**src/rtl/tff_counter_bank.sv**
```systemverilog
// tff_counter_bank: WIDTH-bit bank of T flip-flops with a selectable mode.
//   mode 00 TOGGLE : q <= q ^ t (per-bit toggle requests)
//   mode 01 UP     : modulo (MAX_COUNT+1) up counter, wraps to 0
//   mode 10 DOWN   : modulo (MAX_COUNT+1) down counter, wraps to MAX_COUNT
//   mode 11 HOLD   : q unchanged
// Priority at each rising edge: re > load > mode operation (gated by en).
//
// Ports:
//   clk       system clock, rising-edge active
//   re        synchronous active-high reset (q <= RESET_VAL, wrap <= 0)
//   en        operation enable for TOGGLE/UP/DOWN
//   mode[1:0] operating mode
//   t         per-bit toggle requests (TOGGLE mode only)
//   load      synchronous load strobe, load_val stored unclamped
//   load_val  value for load
//   q         registered bank state
//   tc        terminal count, combinational from q and mode (ignores en)
//   wrap      registered one-cycle pulse following a counter wrap
//
// Optional build macro TFF_SYNC_IN_EN: t, en, mode, load (and load_val with
// it) pass through a two-flop synchroniser, giving 3-clock input-to-q
// latency. Undefined: inputs are used directly, 1-clock latency.
module tff_counter_bank #(
   parameter int unsigned     WIDTH     = 4,
   parameter logic [WIDTH-1:0] MAX_COUNT = {WIDTH{1'b1}},
   parameter logic [WIDTH-1:0] RESET_VAL = '0
) (
   input  logic             clk,
   input  logic             re,
   input  logic             en,
   input  logic [1:0]       mode,
   input  logic [WIDTH-1:0] t,
   input  logic             load,
   input  logic [WIDTH-1:0] load_val,
   output logic [WIDTH-1:0] q,
   output logic             tc,
   output logic             wrap
);

   localparam logic [1:0] MODE_TOGGLE = 2'b00;
   localparam logic [1:0] MODE_UP     = 2'b01;
   localparam logic [1:0] MODE_DOWN   = 2'b10;

   logic             en_i;
   logic [1:0]       mode_i;
   logic [WIDTH-1:0] t_i;
   logic             load_i;
   logic [WIDTH-1:0] load_val_i;

`ifdef TFF_SYNC_IN_EN
   logic             en_s1, en_s2;
   logic [1:0]       mode_s1, mode_s2;
   logic [WIDTH-1:0] t_s1, t_s2;
   logic             load_s1, load_s2;
   logic [WIDTH-1:0] load_val_s1, load_val_s2;

   // Clearing the stages on reset makes the first two cycles after release
   // behave as en=0, load=0.
   always_ff @(posedge clk) begin
      if (re) begin
         en_s1       <= 1'b0;
         en_s2       <= 1'b0;
         mode_s1     <= '0;
         mode_s2     <= '0;
         t_s1        <= '0;
         t_s2        <= '0;
         load_s1     <= 1'b0;
         load_s2     <= 1'b0;
         load_val_s1 <= '0;
         load_val_s2 <= '0;
      end else begin
         en_s1       <= en;
         en_s2       <= en_s1;
         mode_s1     <= mode;
         mode_s2     <= mode_s1;
         t_s1        <= t;
         t_s2        <= t_s1;
         load_s1     <= load;
         load_s2     <= load_s1;
         load_val_s1 <= load_val;
         load_val_s2 <= load_val_s1;
      end
   end

   assign en_i       = en_s2;
   assign mode_i     = mode_s2;
   assign t_i        = t_s2;
   assign load_i     = load_s2;
   assign load_val_i = load_val_s2;
`else
   assign en_i       = en;
   assign mode_i     = mode;
   assign t_i        = t;
   assign load_i     = load;
   assign load_val_i = load_val;
`endif

   logic [WIDTH-1:0] q_nxt;
   logic             wrap_nxt;

   // Overrange values (q > MAX_COUNT, only reachable via load) wrap to 0
   // in UP and simply decrement in DOWN.
   always_comb begin
      q_nxt    = q;
      wrap_nxt = 1'b0;
      if (load_i) begin
         q_nxt = load_val_i;
      end else if (en_i) begin
         case (mode_i)
            MODE_TOGGLE: q_nxt = q ^ t_i;
            MODE_UP: begin
               if (q >= MAX_COUNT) begin
                  q_nxt    = '0;
                  wrap_nxt = 1'b1;
               end else begin
                  q_nxt = q + WIDTH'(1);
               end
            end
            MODE_DOWN: begin
               if (q == '0) begin
                  q_nxt    = MAX_COUNT;
                  wrap_nxt = 1'b1;
               end else begin
                  q_nxt = q - WIDTH'(1);
               end
            end
            default: q_nxt = q;
         endcase
      end
   end

   always_ff @(posedge clk) begin
      if (re) begin
         q    <= RESET_VAL;
         wrap <= 1'b0;
      end else begin
         q    <= q_nxt;
         wrap <= wrap_nxt;
      end
   end

   assign tc = ((mode == MODE_UP) && (q >= MAX_COUNT)) ||
               ((mode == MODE_DOWN) && (q == '0));

endmodule
```
**config.mk**
```make
export PLATFORM = sky130hd
export DESIGN_NAME = tff_counter_bank
export DESIGN_NICKNAME = d
export VERILOG_FILES = /design/src/rtl/tff_counter_bank.sv
export SDC_FILE = /design/constraint.sdc
export NUM_CORES = 1
export LEC_CHECK = 0
export ABC_AREA = 1
export CORE_AREA = 4 4 41 43
export DETAILED_ROUTE_END_ITERATION = 7
export DIE_AREA = 0 0 45 47
export PLACE_DENSITY = 0.77
export SLEW_MARGIN = 20
export SYNTH_ARGS = -nofsm -noshare
export SYNTH_HDL_FRONTEND = slang
export SYNTH_SLANG_ARGS = --single-unit
```
**constraint.sdc**
```tcl
create_clock -name clk -period 3.9 [get_ports clk]
set_clock_uncertainty 0.1 [all_clocks]
set_input_delay 0.78 -clock clk [delete_from_list [all_inputs] [get_ports clk]]
set_output_delay 0.78 -clock clk [all_outputs]
set_load 0.05 [all_outputs]
```
---- After elaboration in Yosys (flattened, before gate mapping) ----
Cells that the tools add are included.
storage, ports and cells
  output and inout bits ................... 6
  logic and storage cells ................. 26
  flip-flop bits (word level) ............. 5
cells by class
  $add $sub $neg .......................... 2
  bitwise gates (word level) .............. 2
  equal/unequal tests ..................... 2
  $lt $le $gt $ge ......................... 1
  multiplexer cells ....................... 8
  reductions and logical operators ........ 9
operators with widths
  kind                                                 count
  2-to-1 mux 4 bit                                     4
  one-hot mux 4 bit (3 select lines)                   1
  adder 4 x 1 -> 4 bit, second input constant          1
  >= comparator 4 bit, second input constant           1
  zero test 4 bit                                      1
  nonzero test 4 bit                                   1
  subtractor 4 x 1 -> 4 bit, second input constant     1
  bitwise XOR 4 bit                                    1
  OR reduction 3 bit                                   1
  equality test 2 x 1 -> 1 bit, second input constant  1
  equality test 2 bit, second input constant           1
  logical AND 1 bit                                    2
  zero test 2 bit                                      1
  2-to-1 mux 1 bit                                     2
  one-hot mux 1 bit (2 select lines)                   1
  AND reduction 2 bit                                  1
  nonzero test 2 bit                                   1
  logical OR 1 bit                                     1
  inverter 1 bit                                       1

---- Depth between registers and ports, before layout ----
Gate-level depths: netlist of the first run.
  word-level depth ........................ 5
  gate-level depth with buffers ........... 10

---- Worst setup path after synthesis of the first run ----
OpenSTA, ideal clock, no wires.
  path type ............................... reg-to-output
  start point ............................. register q[1]
  end point ............................... output port tc
  path slack .............................. 1.117 ns
  required time ........................... 3.020 ns
  stages on the path, launching flop included .. 4
  path buffers ............................ 0
  data arrival time ....................... 1.903 ns
  path through ............................ dfxtp_1 -> ha_1 -> nand3_1 -> o21ai_1
between the ends
  word-level cells in the longest chain between the ends .. 3
  elaborated cells between the ends (all ways) .. 5
  classes of those cells .................. order compare (1); reduce/logical (4)
RTL lines
  what                                                    RTL line  source
  from (decl)                                             35        output logic [WIDTH-1:0] q,
  from (signal assigned)                                  137       q <= q_nxt;
  >= comparator 4 bit or zero test 4 bit (tied branches)  142, 143
  logical AND 1 bit (on tied branches)                    142, 143
  logical OR 1 bit *                                      142       assign tc = ((mode == MODE_UP) && (q >= MAX_COUNT)) ||
  to (decl)                                               36        output logic tc,
Mark *: on every way between the ends. The rest lies on a longest branch, timed or not.

---- Worst setup path after layout of the first run ----
  start point ............................. input port mode[0]
  end point ............................... output port tc
between the ends
  word-level cells in the longest chain between the ends .. 3
  elaborated cells between the ends (all ways) .. 5
  classes of those cells .................. eq/ne (2); reduce/logical (3)
RTL lines
  what                                                                 RTL line  source
  from (decl)                                                          31        input logic [1:0] mode,
  equality test 2 x 1 -> 1 bit or equality test 2 bit (tied branches)  142, 143
  logical AND 1 bit (on tied branches)                                 142, 143
  logical OR 1 bit *                                                   142
Marked as above.

==> results of run 1 <==
## tightest hold or removal path, cell delays in order, from the launching register on
cell                      delay, ps
sky130_fd_sc_hd__dfxtp_1        380
sky130_fd_sc_hd__nand2_1        120
sky130_fd_sc_hd__a21oi_2         50
## flip-flops by register name (all words and copies together) (netlist names)
signal	cells
q	4
wrap	1
## cell usage in the layout (no fill, tap or decap)
cell / synthesis / final
sky130_fd_sc_hd__nand4_1: 1 / 1
sky130_fd_sc_hd__inv_2: 4 / 4
sky130_fd_sc_hd__ha_1: 5 / 5
sky130_fd_sc_hd__clkbuf_4: 0 / 3
sky130_fd_sc_hd__o211ai_1: 4 / 4
sky130_fd_sc_hd__o21ai_0: 3 / 3
sky130_fd_sc_hd__dfxtp_1: 5 / 5
sky130_fd_sc_hd__nand2_1: 16 / 16
sky130_fd_sc_hd__xor2_1: 1 / 1
sky130_fd_sc_hd__o21ai_1: 3 / 3
sky130_fd_sc_hd__nor2_2: 2 / 2
sky130_fd_sc_hd__a21oi_1: 8 / 8
sky130_fd_sc_hd__nor2_1: 9 / 9
sky130_fd_sc_hd__inv_1: 8 / 8
sky130_fd_sc_hd__o21ai_2: 1 / 1
sky130_fd_sc_hd__nand3_1: 12 / 12
sky130_fd_sc_hd__clkdlybuf4s50_1: 0 / 19
sky130_fd_sc_hd__a21oi_2: 1 / 1
sky130_fd_sc_hd__clkbuf_1: 1 / 1
## metrics by stage
| step | hold slack, ps | util [%] | power, uW | setup WS [ps] | cells |
|---|---|---|---|---|---|
| final | 497 | 57.0 | 219 | 383 | 121 |
| after global routing | 512 | 57.0 | 237 | 252 | 121 |
| after CTS | 490 | 57.0 | 222 | 371 | 121 |
| after detailed placement | 480 | 55.0 | 161 | 378 | 117 |
| after global placement | 481 | 55.0 | 160 | 423 | 117 |
| after floorplan | 653 | - | 129 | 1120 | 85 |
## per-layer routing
layer  part of all wire (%)  up-vias  wire length (microns)  GRT usage, %
li1                       -      324                      -             -
met1                     43      259                    563          16.1
met2                     48       30                    639          20.9
met3                    8.2        4                    108          6.13
met4                   0.76        0                     10          3.51
met5                      0        -                      0             0
## power groups by stage
stage / Sequential (uW) / Combinational (uW) / Clock (uW)
floorplan: 76.8 / 51.8 / 0
global placement: 67.3 / 92.6 / 0
detailed placement: 67.4 / 93.7 / 0
CTS: 66.5 / 94.2 / 61.4
global route: 67.3 / 103 / 66.4
finish: 66.4 / 94.1 / 58.8
## cells by family (layout without fill, tap and decap cells)
logic type,after synthesis,count (layout)
and+or+nand+nor,40,40
AOI/OAI and AO/OA,20,20
buffers and inverters,14,35
adders and majority gates,5,5
DFF,5,5
xor gates and xnor gates,1,1
## worst max path at each step
stage | slack, ps | end | depth (start not counted)
6_report | 380 | tc | 6
5_1_grt | 250 | tc | 6
4_1_cts | 370 | tc | 6
3_5_place_dp | 380 | tc | 6
3_3_place_gp | 420 | tc | 6
2_1_floorplan | 1120 | tc | 3
## cell type report
type	count	area, sq um
Sequential cell	5	100
Inverter	12	45.0
Multi-Input combinational cell	66	362
Timing Repair Buffer	19	190
Fill cell	138	559
Clock buffer	4	26.3
Tap cell	15	18.8
==> results.md, run 1 <==
- Die Area: 0.00212 sq mm
- clock latency reported for the late side of the worst-skew pair: 240 ps
- cell depth of the worst flop-to-flop path: 10
- library cell occupying the most area in the post-synthesis netlist: sky130_fd_sc_hd__dfxtp_1
- clock period minus final worst setup slack: 3520 ps
- arithmetic-cell share of the synthesized area counting full adders, half adders and majority gates: 12.0%
- largest family of logic cells by synthesized area: simple AND/OR/NAND/NOR gates
- register clock-pin slew on the reported worst setup and hold paths: 40 ps
- library cell used as clock root buffer: sky130_fd_sc_hd__clkbuf_4
- remaining global-route overflow: 0
- number of I/O pins: 20
- antenna cell count: 0
- area share of the largest cell type after synthesis: 19.2%
- leakage power summed over all cells: 0.000325 uW
- register bit total from synthesis: 5
- startpoint of the lowest-slack register-to-register path: q[0]
- Crit. Startpoint: mode[0]
- Die Wd: 45 microns
- synthesized-area fraction occupied by xor and xnor cells: 1.68%
- part of the power in combinational logic: 42.9%
- via count: 617
- Max Fanout on Critical Path: 6
- headroom to the max-slew limit: 66.6%
- clock share of power: 26.8%
- post-place instance area: 716 sq um
- Sum Neg Setup Slack: 0 ps
- effective utilization at floorplan: 40.1%
- cell breakdown of the critical path: clkdlybuf4s50_1 -> inv_1 -> ha_1 -> nand3_1 -> o21ai_1 -> clkdlybuf4s50_1
- biggest area contributors in the synthesized netlist: sky130_fd_sc_hd__dfxtp_1 19%, sky130_fd_sc_hd__ha_1 12%, sky130_fd_sc_hd__nand3_1 12%
- synthesized instance count: 85
- highest attainable clock frequency: 284 MHz
- Avg Synthesized Cell Area: 6.14 sq um
- first-pass GRT wire length: 2010 microns
- result of the run: complete, no violations
- global router's overall resource usage: 13.2%
- P&R area growth vs syn: 42.2%
- slack of the worst reg-to-reg path: 2250 ps
- vias per cell: 5.10
- maximum VDD drop: 0.197 mV
- die span in y: 47 microns
- Top delay family on crit path: buffers and inverters
- core region area: 0.00130 sq mm
- placer congestion estimate: 0.715
- netlist area before placement: 522 sq um
- net load switching power: 84.5 uW
- wire length after detailed routing: 1320 microns
- number of optimization iterations in the first detailed-route pass: 4
- number of design-rule violations left by the first detailed-router iteration: 17
- top-count cell post-synth: sky130_fd_sc_hd__nand2_1
- internal power contribution: 135 uW
- slew at the pin closest to its max-slew limit: 500 ps
- crit end category: output port
- count of standard-cell rows: 13
- Warnings, synthesis: 0
- TritonCTS Sinks: 5
- startpoint-to-endpoint class of the critical path: in2out
- fin nets: 126
- maximum number of pins on one net before global-route repair: 12
- critical-path cell with the highest stage delay: sky130_fd_sc_hd__clkdlybuf4s50_1
- fraction of layout instances using a drive strength above 1: 10.4%
- half-perimeter wire length after detailed placement: 1050 microns
- antenna violations before repair: 0
- number of buffers added by the clock tree synthesis step: 3
- depth of the worst hold-timing path: 2
- Tcrit/Tclk final: 90.2%
- vias in the first global route: 490
- TritonCTS clock tree: yes
- post-synthesis share of cell area spent on and, or, nand and nor gates: 33.1%
- largest stage delay on the critical path: 840 ps
- CTS Hold Bufs: 0
- count of cells resized by post-cts repair: 0
- commonest cells in the synthesized netlist: 16 x sky130_fd_sc_hd__nand2_1, 12 x sky130_fd_sc_hd__nand3_1, 9 x sky130_fd_sc_hd__nor2_1
- sequential element share of the synthesized area: 19.2%
- capture point of the worst reg-to-reg path: q[3]
- switching part of the total: 38.6%
- number of nets with antenna violations after detailed routing: 0
- data arrival time of the worst path: 2640 ps
- sequential power share: 30.3%
- number of buffers and inverters on the critical path: 3
- setup repair after global routing missed its margin: false
- number of remaining DRC errors: 0
- share of flip-flops with an asynchronous set or reset after synthesis: 0%
- post-synth net total: 104
- number of port buffers: 19
- Final Hold Fails: 0
- worst-case hold path end point: q[3]
- Hold Crit Class: reg2reg
- cell repeated most along the worst path: sky130_fd_sc_hd__clkdlybuf4s50_1
- count of pins over their slew limit: 0
- Post-CTS Setup Repair Bufs: 0
- CP Launch Type: input port
- leading register cell type out of synthesis: sky130_fd_sc_hd__dfxtp_1
- max-cap check violation count: 0
- EDFF count, synth: 0
- Netlist cell types: 18
- required time of the critical path: 3020 ps
- power density normalized to cell area: 295 mW/mm^2
- Hold Startpoint: q[3]
- average wire per cell in the routed design: 10.9 microns
- post-synthesis compound-gate area fraction: 22.5%
- post-route cell area: 742 sq um
- H-tree depth: 1
- clk buf depth: 2
- multiplexer fraction of the synthesized cell area: 0%
- final count of negative-setup-slack endpoints: 0
No activity file was read; power rests on OpenSTA's default activity.
==> inputs of run 2 (changes only) <==
--- a/config.mk
+++ b/config.mk
@@ -7,8 +7,10 @@
 export LEC_CHECK = 0
 export ABC_AREA = 1
 export CORE_AREA = 4 4 41 43
+export CTS_CLUSTER_DIAMETER = 60
 export DETAILED_ROUTE_END_ITERATION = 7
 export DIE_AREA = 0 0 45 47
+export GPL_TIMING_DRIVEN = 0
 export PLACE_DENSITY = 0.77
 export SLEW_MARGIN = 20
 export SYNTH_ARGS = -nofsm -noshare
==> run 2 against run 1 <==
Compared with the run above: total power up 2.5%; worst setup slack got worse by 32 ps; non-clock buffer count increased by 2; critical path depth did not move; combinational power up 6%; design area grew 2.0%; worst hold slack better by 5.0 ps; wire length is 6.7% higher.
==> results.md, run 2 (synthesis results as in run 1) <==
- setup repair after global routing missed its margin: false
- count of cells resized by post-cts repair: 0, unchanged
- number of I/O pins: 20, unchanged
- number of optimization iterations in the first detailed-route pass: 4, unchanged
- count of standard-cell rows: 13, unchanged
- Final Hold Fails: 0, unchanged
- number of remaining DRC errors: 0, unchanged
- setup slack after layout: 350 ps, -32.2 ps
- effective utilization at floorplan: 40.1%, unchanged
- maximum VDD drop: 0.243 mV, +23%
- area occupied by multi-input gates: 362 sq um, unchanged
- Max Fanout on Critical Path: 6, unchanged
- fin nets: 128, +1.6%
- wire length after detailed routing: 1410 microns, +6.7%
- Die Area: 0.00212 sq mm, unchanged
- TritonCTS Sinks: 5, unchanged
- power density normalized to cell area: 297 mW/mm^2, +0.45%
- average wire per cell in the routed design: 11.5 microns, +4.9%
- remaining global-route overflow: 0, unchanged
- P&R area growth vs syn: 45.1%
- clk buf depth: 2, unchanged
- number of design-rule violations left by the first detailed-router iteration: 13, -4
- CTS Hold Bufs: 0, unchanged
- TritonCTS clock tree: yes
- switching part of the total: 39.2%, +0.61 points
- largest registers: q x4, wrap x1
- H-tree depth: 1, unchanged
- slew at the pin closest to its max-slew limit: 509 ps, +9.29 ps
- register clock-pin slew on the reported worst setup and hold paths: 40 ps, about the same
- Largest register FFs: 4, unchanged
- Final Power: 225 uW, +2.5%
- maximum number of pins on one net before global-route repair: 11, -1
- crit end category: output port
- placer congestion estimate: 0.736, +3.0%
- fraction of layout instances using a drive strength above 1: 11.1%, +0.73 points
- highest attainable clock frequency: 282 MHz, -0.91%
- clock latency reported for the late side of the worst-skew pair: 240 ps, about the same
- final count of negative-setup-slack endpoints: 0, unchanged
- via count: 612, -0.81%
- required time of the critical path: 3020 ps, about the same
- CP Launch Type: input port
- leakage power summed over all cells: 0.000332 uW, +2.2%
- first-pass GRT wire length: 2190 microns, +9.0%
- commonest cells after routing, fill and taps aside: 19 x sky130_fd_sc_hd__clkdlybuf4s50_1, 16 x sky130_fd_sc_hd__nand2_1, 12 x sky130_fd_sc_hd__nand3_1
- die span in y: 47 microns, unchanged
- number of nets with antenna violations after detailed routing: 0, unchanged
- clock share of power: 27.0%, +0.2 points
- Tcrit/Tclk final: 91.0%, +0.83 points
- Die Wd: 45 microns, unchanged
- count of pins over their slew limit: 0, unchanged
- library cell used as clock root buffer: sky130_fd_sc_hd__clkbuf_4
- fillcell total: 136, -1.4%
- antenna cell count: 0, unchanged
- headroom to the max-slew limit: 65.9%, -0.62 points
- net load switching power: 88.0 uW, +4.1%
- max-cap check violation count: 0, unchanged
- half-perimeter wire length after detailed placement: 1090 microns, +3.6%
- antenna violations before repair: 0, unchanged
- Reg with most FFs: q
- part of the power in combinational logic: 44.6%, +1.7 points
- sequential power share: 28.4%, -1.9 points
- core region area: 0.00130 sq mm, unchanged
- clock period minus final worst setup slack: 3550 ps, +32.2 ps
- result of the run: complete, no violations
- number of port buffers: 19, unchanged
- DP Worst Slack: 367 ps, -11.4 ps
- number of non-filler instances in the completed layout: 123, +1.7%
- internal power contribution: 137 uW, +1.5%
- number of buffers added by the clock tree synthesis step: 3, unchanged
- Sum Neg Setup Slack: 0 ps, unchanged
- Cell Count Post-Placement: 119, +1.7%
- commonest non-fill, non-tap cell in the layout: sky130_fd_sc_hd__clkdlybuf4s50_1
- vias per cell: 4.98, -2.4%
- Storage cell area: 100 sq um, unchanged
- startpoint-to-endpoint class of the critical path: in2out
- data arrival time of the worst path: 2670 ps, +30 ps
- Post-CTS Setup Repair Bufs: 0, unchanged
- Hold Crit Class: reg2reg
- vias in the first global route: 527, +7.6%
- global router's overall resource usage: 14.0%, +0.81 points
## run 2: worst paths after layout
path            from  endpoint  slack (ps)  cells past startpoint
max          mode[0]        tc         350                      6
max reg2reg     q[0]      q[0]        2230                     10
min reg2reg     q[3]      q[3]         500                      2
min             q[3]      q[3]         500                      2
## run 2: final cells by class
type / instances / area share, %
plain buffers: 2 / 1.98
inverters: 12 / 5.95
multi-input cells: 66 / 47.8
repair buffers: 19 / 25.1
clock buffers: 4 / 3.47
well taps: 15 / 2.48
flip-flops and latches: 5 / 13.2
## run 2: per-layer routing
| layer | GRT usage [%] | share of wire (%) |
|---|---|---|
| met5 | 0 | 0 |
| met3 | 4.60 | 5.5 |
| met1 | 17.6 | 46 |
| met4 | 3.51 | 0 |
| met2 | 23.2 | 49 |
## run 2: power by group through the flow
stage	clock [uW]	sequential [uW]	combinational [uW]
floorplan	0	76.8	51.8
global placement	0	64.2	98.1
detailed placement	0	64.3	99.6
CTS	62.0	63.5	100
global route	67.0	64.3	110
finish	60.7	63.7	100
## run 2: stage by stage
stage | cell area [sq um] | hold WS, ps | utilization [%]
final | 757 | 502 | 58.2
after global routing | 757 | 517 | 58.2
after CTS | 757 | 491 | 58.2
after detailed placement | 731 | 481 | 56.2
after global placement | 731 | 484 | 56.2
after floorplan | 522 | 653 | -
## run 2: worst max-delay path, cell delays in order
cell and delay (ps):
sky130_fd_sc_hd__clkdlybuf4s50_1 430, sky130_fd_sc_hd__inv_1 90, sky130_fd_sc_hd__ha_1 260, sky130_fd_sc_hd__nand3_1 130, sky130_fd_sc_hd__o21ai_1 140, sky130_fd_sc_hd__clkdlybuf4s50_1 840
==> inputs of run 3 (changes only) <==
--- a/config.mk
+++ b/config.mk
@@ -6,12 +6,14 @@
 export NUM_CORES = 1
 export LEC_CHECK = 0
 export ABC_AREA = 1
+export ABC_CLOCK_PERIOD_IN_PS = 3900
 export CORE_AREA = 4 4 41 43
 export CTS_CLUSTER_DIAMETER = 60
 export DETAILED_ROUTE_END_ITERATION = 7
 export DIE_AREA = 0 0 45 47
+export DONT_BUFFER_PORTS = 1
 export GPL_TIMING_DRIVEN = 0
-export PLACE_DENSITY = 0.77
+export PLACE_DENSITY = 0.57
 export SLEW_MARGIN = 20
 export SYNTH_ARGS = -nofsm -noshare
 export SYNTH_HDL_FRONTEND = slang
==> run 3 against run 2 <==
Compared with the run above: count of clock-buffer cells in the layout is the same; sequential cell count stayed put; sequential power increased by 23%; global-route usage is 0.55 points lower; sequential share of layout area grew 4.4 points; worst setup slack improved by 330 ps; largest cell class unchanged; combinational power decreased by 40%; critical endpoint unchanged.
==> results.md, run 3 (synthesis results as in run 1) <==
- final count of negative-setup-slack endpoints: 0, unchanged
- met1 routed wirelength after detailed routing: 517 microns, -19%
- clock latency reported for the late side of the worst-skew pair: 240 ps, about the same
- number of buffers added by the clock tree synthesis step: 3, unchanged
- maximum number of pins on one net before global-route repair: 11, unchanged
- number of design-rule violations left by the first detailed-router iteration: 10, -3
- Die Area: 0.00212 sq mm, unchanged
- Tcrit/Tclk final: 82.5%, -8.6 points
- crit end category: output port
- number of port buffers: 0, -19
- slack of the worst reg-to-reg path: 1410 ps, -820 ps
- vias in the first global route: 483, -8.3%
- library cell used as clock root buffer: sky130_fd_sc_hd__clkbuf_4
- maximum VDD drop: 0.255 mV, +5.1%
- TritonCTS Sinks: 5, unchanged
- max-cap check violation count: 0, unchanged
- average wire per cell in the routed design: 11.7 microns, +2.5%
- Max Fanout on Critical Path: 9, +3
- count of standard-cell rows: 13, unchanged
- hold slack: 495 ps, -6.72 ps
- fillcell total: 164, +21%
- antenna cell count: 0, unchanged
- die span in y: 47 microns, unchanged
- first-pass GRT wire length: 2060 microns, -5.7%
- number of nets with antenna violations after detailed routing: 0, unchanged
- required time of the critical path: 3020 ps, about the same
- result of the run: complete, no violations
- Die Wd: 45 microns, unchanged
- count of pins over their slew limit: 0, unchanged
- Sum Neg Setup Slack: 0 ps, unchanged
- number of I/O pins: 20, unchanged
- via count: 537, -12%
- fraction of layout instances using a drive strength above 1: 13.5%, +2.4 points
- largest registers: q x4, wrap x1
- Final Hold Fails: 0, unchanged
- half-perimeter wire length after detailed placement: 998 microns, -8.2%
- Hold Crit Class: in2reg
- clk buf depth: 2, unchanged
- Reg with most FFs: q
- Post-Route Utilization: 43.6%, -15 points
- startpoint-to-endpoint class of the critical path: reg2out
- fin nets: 109, -15%
- Storage cell area: 100 sq um, unchanged
- H-tree depth: 1, unchanged
- routed wl met2: 574 microns, -17%
- clock period minus final worst setup slack: 3220 ps, -334 ps
- data arrival time of the worst path: 2340 ps, -330 ps
- P&R area growth vs syn: 8.63%
- global router's overall resource usage: 13.4%, -0.55 points
- number of optimization iterations in the first detailed-route pass: 2, -2
- wire length on met3: 128 microns, +66%
- wire length after detailed routing: 1220 microns, -13%
- headroom to the max-slew limit: 30.3%, -36 points
- commonest cells after routing, fill and taps aside: 16 x sky130_fd_sc_hd__nand2_1, 12 x sky130_fd_sc_hd__nand3_1, 9 x sky130_fd_sc_hd__nor2_1
- CTS Hold Bufs: 0, unchanged
- effective utilization at floorplan: 40.1%, unchanged
- commonest non-fill, non-tap cell in the layout: sky130_fd_sc_hd__nand2_1
- TritonCTS clock tree: yes
- area occupied by multi-input gates: 362 sq um, unchanged
- power density normalized to cell area: 350 mW/mm^2, +18%
- slew at the pin closest to its max-slew limit: 1040 ps, +529 ps
- register clock-pin slew on the reported worst setup and hold paths: 40 ps, about the same
- setup repair after global routing missed its margin: false
- number of remaining DRC errors: 0, unchanged
- Largest register FFs: 4, unchanged
- count of cells resized by post-cts repair: 0, unchanged
- remaining global-route overflow: 0, unchanged
- antenna violations before repair: 0, unchanged
- core region area: 0.00130 sq mm, unchanged
- leakage power summed over all cells: 0.000260 uW, -22%
- Post-CTS Setup Repair Bufs: 0, unchanged
- vias per cell: 5.16, +3.8%
- highest metal layer with signal wires: met3
- CP Launch Type: flop
- placer congestion estimate: 0.789, +7.1%
- highest attainable clock frequency: 311 MHz, +10%
==> run 3: cell types whose count changed in the layout (fill, tap and decap cells not counted), sizes merged <==
cell and delta:
clkdlybuf4s50 -19
==> run 3: worst paths after layout <==
kind,from,end,cells after the start
setup / recovery,q[1],tc,3
hold / removal,re,q[3],1
setup reg to reg,q[1],wrap,5
hold reg to reg,q[0],q[0],2
==> run 3: where the power goes <==
group / switching, uW / internal [uW] / total (uW) / leakage, uW
Combinational: 36.3 / 23.6 / 59.9 / 0.000204
Sequential: 22.9 / 55.5 / 78.4 / 0.0000412
Clock: 21.6 / 38.7 / 60.3 / 0.0000150
==> run 3: worst max-delay path, cell delays in order (launching register included) <==
cell and delay, ps:
sky130_fd_sc_hd__dfxtp_1 810, sky130_fd_sc_hd__ha_1 310, sky130_fd_sc_hd__nand3_1 110, sky130_fd_sc_hd__o21ai_1 850
==> run 3: cell type report <==
cell class / count / area share [%]
flip-flops and latches: 5 / 17.7
multi-input cells: 66 / 63.8
plain buffers: 2 / 2.65
inverters: 12 / 7.95
well taps: 15 / 3.31
clock buffers: 4 / 4.64
==> run 3: per-layer routing <==
metal,vias to the layer above,GRT usage (%)
li1,290,-
met1,232,16.9
met2,15,19.5
met3,0,8.05
met4,0,3.51
met5,-,0
==> run 3: stage by stage <==
| step | worst slack (ps) | power, uW | std cells | instance area [sq um] |
|---|---|---|---|---|
| after detailed placement | 930 | 140 | 100 | 541 |
| after floorplan | 1120 | 129 | 85 | 522 |
| final | 684 | 199 | 104 | 567 |
| after global routing | 570 | 216 | 104 | 567 |
| after CTS | 659 | 203 | 104 | 567 |
| after global placement | 947 | 140 | 100 | 541 |
